### config.mk
export PLATFORM = sky130hd
export DESIGN_NAME = pwm_sample_dac_flat
export DESIGN_NICKNAME = d
export VERILOG_FILES = /design/src/rtl/pwm_sample_dac_if.sv /design/src/rtl/pwm_sample_dac.sv /design/src/flat_wrapper.sv
export SDC_FILE = /design/constraint.sdc
export NUM_CORES = 1
export LEC_CHECK = 0
export CAP_MARGIN = 10
export CELL_PAD_IN_SITES_DETAIL_PLACEMENT = 0
export CELL_PAD_IN_SITES_GLOBAL_PLACEMENT = 1
export CORE_UTILIZATION = 49
export DETAILED_ROUTE_END_ITERATION = 6
export GPL_TIMING_DRIVEN = 0
export PLACE_DENSITY = 0.88
export SETUP_SLACK_MARGIN = 0.4
export SLEW_MARGIN = 25
export SYNTH_ARGS = -nofsm -noshare
export SYNTH_HDL_FRONTEND = slang
export SYNTH_SLANG_ARGS = --single-unit
### constraint.sdc
create_clock -name clk -period 3.24 [get_ports clk]
set_input_delay 0.972 -clock clk [delete_from_list [all_inputs] [get_ports clk]]
set_output_delay 0.972 -clock clk [all_outputs]
set_load 0.03 [all_outputs]
### src/rtl/pwm_sample_dac_if.sv
// Sample stream into the PWM DAC: 12-bit signed sample plus one-cycle valid strobe.
interface pwm_sample_dac_if;
    logic [11:0] sample;
    logic        sample_valid;

    modport master (output sample, output sample_valid);
    modport slave  (input  sample, input  sample_valid);
endinterface

### src/rtl/pwm_sample_dac.sv
// FIFO-buffered 12-bit PWM audio DAC with IDLE/PRIME/RUN sequencing.
// Define PWM_DAC_MIDSCALE_HOLD_EN to load mid-scale duty on underflow.
module pwm_sample_dac #(
    parameter int DEPTH = 4
) (
    input  logic                     clk,
    input  logic                     rst,
    pwm_sample_dac_if.slave          s_if,
    input  logic                     enable,
    input  logic                     clear_flags,
    output logic                     pwm_out,
    output logic [$clog2(DEPTH):0]   fifo_level,
    output logic                     overflow,
    output logic                     underflow
);

    localparam int AW = $clog2(DEPTH);
    localparam int LW = AW + 1;

    typedef enum logic [1:0] {IDLE, PRIME, RUN} state_t;

    state_t        state;
    logic [11:0]   counter;
    logic [11:0]   duty;
    logic [AW-1:0] wr_ptr;
    logic [AW-1:0] rd_ptr;
    logic [11:0]   mem [DEPTH];

    logic          full;
    logic          empty;
    logic          wrap;
    logic          prime_go;
    logic          push_req;
    logic          push;
    logic          pop;
    logic          ovf_set;
    logic          unf_set;
    logic [11:0]   head;

    assign full     = fifo_level == LW'(DEPTH);
    assign empty    = fifo_level == '0;
    assign wrap     = counter == 12'hFFF;
    assign prime_go = (state == PRIME) && (fifo_level >= LW'(DEPTH / 2));
    assign head     = mem[rd_ptr];

    assign pop      = enable && (prime_go || ((state == RUN) && wrap && !empty));
    assign push_req = enable && s_if.sample_valid && (state != IDLE);
    // A full FIFO still takes the sample when a pop frees a slot this cycle.
    assign push     = push_req && (!full || pop);
    assign ovf_set  = push_req && full && !pop;
    assign unf_set  = enable && (state == RUN) && wrap && empty;

    always_ff @(posedge clk) begin
        if (push)
            mem[wr_ptr] <= {~s_if.sample[11], s_if.sample[10:0]};
    end

    always_ff @(posedge clk or negedge rst) begin
        if (!rst) begin
            state      <= IDLE;
            counter    <= '0;
            duty       <= '0;
            wr_ptr     <= '0;
            rd_ptr     <= '0;
            fifo_level <= '0;
            pwm_out    <= 1'b0;
            overflow   <= 1'b0;
            underflow  <= 1'b0;
        end else begin
            // Set events take priority over a coincident clear.
            if (ovf_set)
                overflow <= 1'b1;
            else if (clear_flags)
                overflow <= 1'b0;

            if (unf_set)
                underflow <= 1'b1;
            else if (clear_flags)
                underflow <= 1'b0;

            if (!enable) begin
                state      <= IDLE;
                counter    <= '0;
                duty       <= '0;
                wr_ptr     <= '0;
                rd_ptr     <= '0;
                fifo_level <= '0;
                pwm_out    <= 1'b0;
            end else begin
                if (push)
                    wr_ptr <= wr_ptr + AW'(1);
                if (pop)
                    rd_ptr <= rd_ptr + AW'(1);

                unique case ({push, pop})
                    2'b10:   fifo_level <= fifo_level + LW'(1);
                    2'b01:   fifo_level <= fifo_level - LW'(1);
                    default: fifo_level <= fifo_level;
                endcase

                unique case (state)
                    IDLE: begin
                        state   <= PRIME;
                        counter <= '0;
                        duty    <= '0;
                        pwm_out <= 1'b0;
                    end
                    PRIME: begin
                        pwm_out <= 1'b0;
                        if (prime_go) begin
                            duty    <= head;
                            counter <= '0;
                            state   <= RUN;
                        end
                    end
                    RUN: begin
                        counter <= counter + 12'd1;
                        pwm_out <= counter < duty;
                        if (wrap) begin
                            if (!empty)
                                duty <= head;
`ifdef PWM_DAC_MIDSCALE_HOLD_EN
                            else
                                duty <= 12'h800;
`endif
                        end
                    end
                    default: begin
                        state   <= IDLE;
                        pwm_out <= 1'b0;
                    end
                endcase
            end
        end
    end

endmodule

### src/flat_wrapper.sv
// flat-port wrapper written by rule: the top's interface ports become plain ports
module pwm_sample_dac_flat 
#(
    parameter int DEPTH = 4
)
  (clk, rst, enable, clear_flags, pwm_out, fifo_level, overflow, underflow, s_if_sample, s_if_sample_valid);
  pwm_sample_dac_if s_if_i ();
  input  logic clk;
  input  logic rst;
  input  logic enable;
  input  logic clear_flags;
  output logic pwm_out;
  output logic [$clog2(DEPTH):0] fifo_level;
  output logic overflow;
  output logic underflow;
  input wire logic [$bits(s_if_i.sample)-1:0] s_if_sample;
  input wire logic [$bits(s_if_i.sample_valid)-1:0] s_if_sample_valid;
  assign s_if_i.sample = s_if_sample;
  assign s_if_i.sample_valid = s_if_sample_valid;
  pwm_sample_dac #(.DEPTH(DEPTH)) u_core (.clk(clk), .rst(rst), .s_if(s_if_i), .enable(enable), .clear_flags(clear_flags), .pwm_out(pwm_out), .fifo_level(fifo_level), .overflow(overflow), .underflow(underflow));
endmodule
Word level (Yosys, flattened, before mapping) --
Memories as Yosys holds them, arrays and structs flattened. Cells that the tools add are included.
Operators by class: magnitude comparators 2, bitwise operators 1, $add $sub $neg 5, equal/unequal tests 14, mux-type cells 24, reduce and logical (&&, ||, !) cells 25
Operators with widths (count):
- 12-bit two-way mux | 6
- 12-bit case mux with 3 select lines | 2
- 12-bit by 1-bit adder with 12-bit output, second input constant | 1
- 12-bit equality test, second input constant | 1
- 1-bit logical AND | 12
- 12-bit less-than comparator | 1
- 2-bit two-way mux | 6
- 1-bit two-way mux | 7
- 3-bit by 2-bit inequality test with 1-bit output, second input constant | 2
- 2-bit case mux with 3 select lines | 1
- 3-bit case mux with 2 select lines | 1
- 2-bit nonzero test | 3
- 2-bit by 1-bit adder with 2-bit output, second input constant | 2
- 2-bit by 1-bit equality test with 1-bit output, second input constant | 2
- 2-bit equality test, second input constant | 2
- 2-bit by 1-bit inequality test with 1-bit output, second input constant | 2
- 4-bit by 1-bit inequality test with 1-bit output, second input constant | 1
- 2-bit AND reduction | 2
- 4-bit AND reduction | 1
- 3-bit by 1-bit adder with 3-bit output, second input constant | 1
- 3-bit equality test, second input constant | 1
- 3-bit by 2-bit >= comparator with 1-bit output, second input constant | 1
- 1-bit logical NOT | 3
- 3-bit logical NOT | 1
- other kinds (8) | 9
Word-level totals: logic and storage cells 81, input bits 17, bits in registers 36, memories kept 1, RAM bits 48, output and inout bits 6
Memories:
- u_core.mem | words 4, width 12, read ports 1, clocked after memory_dff 0, write ports 1, line pwm_sample_dac.sv:27 | logic [11:0] mem [DEPTH];

Logic depth before layout (Yosys ltp) --
depth after elaboration 10, mapped depth 11, gate-level depth less buffers 10

Worst setup path after synthesis --
Ideal clock, no wire load.
kind input port to flip-flop, start input enable, end memory u_core.mem[0][0] (enable), library setup time 0.355 ns, cell stages on the path 5, arrival 2.132 ns, path slack 0.754 ns, required time 2.885 ns, path buffers 1, path through buf_2 -> inv_2 -> nor3b_1 -> o21a_1 -> and2_1
On the way: word-level cells in the longest chain between the ends 5, elaborated cells on any way between the ends 7, those cells by class mux: 2; reduce/logical: 5
RTL lines:
- from (decl) | line flat_wrapper.sv:10 | input logic enable;
- 1-bit logical AND, on equally long branches | line pwm_sample_dac.sv:47, pwm_sample_dac.sv:46
- 1-bit logical AND or 1-bit logical OR (tied branches) | line pwm_sample_dac.sv:47, pwm_sample_dac.sv:49
- 1-bit logical AND * | line pwm_sample_dac.sv:49 | assign push = push_req && (!full || pop);
- 1-bit two-way mux * | line pwm_sample_dac.sv:54 | if (push)
- 1-bit two-way mux (not written as such) * | line pwm_sample_dac.sv:55 | mem[wr_ptr] <= {~s_if.sample[11], s_if.sample[10:0]};
- to (decl) | line pwm_sample_dac.sv:27
Mark *: on every way between the ends. The rest lies on a longest branch, timed or not.

Worst setup path in the final report --
start input s_if_sample_valid, end memory u_core.mem[2][6] (enable)
On the way: word-level cells in the longest chain between the ends 5
RTL lines:
- from (decl) | line flat_wrapper.sv:17 | input wire logic [$bits(s_if_i.sample_valid)-1:0] s_if_sample_valid;
- 1-bit logical AND (2 in a row) | line pwm_sample_dac.sv:47 | assign push_req = enable && s_if.sample_valid && (state != IDLE);
- 1-bit logical AND | line pwm_sample_dac.sv:49
- 1-bit two-way mux | line pwm_sample_dac.sv:54
- 1-bit two-way mux (not written as such) | line pwm_sample_dac.sv:55
Every way passes these cells.

==> metrics <==
post-synth cell types=48; core area=between 7000 and 8000 um^2; layout cells sized above 1=between 10% and 20%; Fill cells=655; total negative slack=0 ns; Clock Sink Count=84; Hold Crit Start=u_core.duty[11]; power per cell area=583 nW/um^2; RePlAce Congestion=0.759; Iteration-0 DRC Markers=82; largest net degree at the start of global routing=21; Hold Crit Endpoint=u_core.duty[11]; post-CTS setup buffers=0; worst r2r src=u_core.state[0]; final-report setup violation count=0; Tmin final=roughly 2.7 ns; clk buf depth=2; flop2flop setup slack=0.62 ns; worst-margin pin slew=roughly 0.63 ns; Worst Path Max Fanout=12; HPWL after detailed placement=4980 um; RSZ-0062 raised after global routing=no; #FFs+latches synth=84; per-cell routed wire length=approximately 16 um; WL final=7040 um; vias per inst=5.42; Setup WS post-layout=0.518 ns; H-tree levels=3; R2R Path End=u_core.mem[2][6]; DRT Pass-1 Iters=4; Slew Limit Headroom=57.7%; register area share after synthesis=59.2%; vias in the first global route=about 2400; I/O pins=23; CTS Buf Count=9; Vias=2373; commonest cells after routing, fill and taps aside=48 x edfxtp_1, 36 x dfrtp_1, 22 x nand2_1; PortBufs=21; crit path DAT=approximately 2.7 ns; Worst Setup Start Kind=input pin; Min-Delay Path Class=reg -> reg; Detail Route Antenna Nets=0; area delta synth->final=13.6%; Global Route Usage Sum=about a fifth; gr ovfl total=0; Final Max Tran Viols=0; Residual DRC=0; Die ar.=roughly 8400 um^2; worst skew pair latency=0.35 ns; most common cell after layout, fill and taps aside=edfxtp_1; Area contributors post-synth=edfxtp_1 36%, dfrtp_1 23%, mux4_2 6.8%, ha_1 6.3%, xor2_1 2.2%; Nets=369; Rows=32; diode count=0; Hold Violations, Final=0; synthesized area=3960 um^2; Starting Density=50.9%; Leak Pwr=1.74 nW; share of the synthesized area in the top cell type=36.4%; Net Count, Synth=336; first-pass GRT wire length=12000 um; number of max-cap violations=0; Die W=91.9 um; CTS Hold Bufs=0; Clock Tree Root=clkbuf_8; DIE HEIGHT=91.9 um; initial antenna violation count=0; Peak supply drop=0.396 mV; fmax=0.367 GHz; Hold Crit Depth=2; Placement Setup Slack=0.113 ns; WP data required=3.23 ns; Clk pin slew, worst setup/hold paths=0.08 ns; Critical Path End Type=flop; status=complete, no violations; Crit Path Class=in -> reg; Avg Cell Area, Syn=13.3 um^2; Ys Warns=0; total power=0.00262 W; Mapped Cells=298; Synth area leader=edfxtp_1; CTS tree=done; FF-to-FF path depth=6; Resize count post-CTS=0; post-route clock period utilization=a little over four fifths; skew final=0.0125 ns
-- synth_stat cells, drive strengths merged --
cell type and number:
a21oi 3, and3 3, and2 5, xnor2 3, a32oi 1, nor3b 4, nor4b 1, nand3b 1
clkbuf 4, buf 9, nor2b 1, xor2 10, mux2i 2, mux4 12, edfxtp 48, or2 1
mux2 1, a211oi 1, ha 20, nand2 22, nand4 10, o22ai 1, nor4 2, or3 2
a22o 1, nand3 17, dfrtp 36, fa 1, o21a 2, inv 21, o21ai 17, a22oi 1
and4 3, nand2b 4, a2111oi 1, nor2 19, o221a 1, o31ai 2, a32o 1, a21o 4
-- routing by layer --
layer | vias up | share of wire, % | wire length, um | track usage (%)
li1 | 1156 | - | - | -
met1 | 1171 | 48 | 3350 | 25.2
met2 | 39 | 49 | 3420 | 30.0
met3 | 7 | 3.0 | 211 | 4.06
met4 | 0 | 0.89 | 63 | 6.77
met5 | - | 0 | 0 | 0
-- per-stage QoR --
| step | hold slack [ns] | cell area, um^2 | instances | util (%) |
|---|---|---|---|---|
| after CTS | 0.489 | 4490 | 438 | 57.9 |
| final | 0.482 | 4500 | 438 | 57.9 |
| after global placement | 0.467 | 4290 | 421 | 55.3 |
| after detailed placement | 0.471 | 4320 | 422 | 55.6 |
| after global routing | 0.528 | 4500 | 438 | 57.9 |
| after floorplan | 0.450 | 3960 | 298 | - |
-- power by group --
part | switching (W) | internal, W | leakage (nW) | total [W]
sequential | 0.0000567 | 0.00124 | 0.929 | 0.00129
clock | 0.000393 | 0.000287 | 0.0835 | 0.000680
combinational | 0.000398 | 0.000249 | 0.732 | 0.000647
total | 0.000848 | 0.00177 | 1.74 | 0.00262
-- critical path, stage by stage --
cell and delay, ns:
clkdlybuf4s50_1 0.47, nor3b_1 0.40, o21a_1 0.30, and2_1 0.56
-- flip-flops by register name, indices dropped and copies added, names as in the netlist --
name	count
u_core.fifo_level	3
u_core.rd_ptr	2
u_core.underflow	1
u_core.pwm_out	1
u_core.wr_ptr	2
u_core.counter	12
u_core.overflow	1
u_core.state	2
u_core.mem	48
u_core.duty	12
-- area by class of cell --
| cell class | instances | area (um^2) | share of cell area [%] |
|---|---|---|---|
| flip-flops and latches | 84 | 2340 | 52.1 |
| multi-input cells | 180 | 1470 | 32.8 |
| repair buffers | 22 | 233 | 5.18 |
| clock buffers | 10 | 128 | 2.84 |
| well taps | 102 | 128 | 2.84 |
| inverters | 21 | 78.8 | 1.75 |
| plain buffers | 13 | 63.8 | 1.42 |
| clock inverters | 6 | 50.0 | 1.11 |
-- cells by family after synthesis --
family / after synthesis / synth area share [%]
compound gates: 36 / 6.20
xor+xnor: 13 / 2.88
fa+ha+maj: 21 / 6.83
buf+inv: 34 / 3.60
flops: 84 / 59.2
mux: 15 / 7.62
simple gates: 95 / 13.7
-- how the worst max path moves through the flow --
stage,start,to,cells after the start
after CTS,s_if_sample_valid,u_core.mem[0][6],4
final,s_if_sample_valid,u_core.mem[2][6],4
after global placement,s_if_sample_valid,u_core.mem[0][2],4
after floorplan,enable,u_core.mem[0][0],5
after detailed placement,s_if_sample_valid,u_core.mem[0][2],4
after global routing,u_core.state[0],u_core.fifo_level[2],11
(Power assumes the default switching activity.)
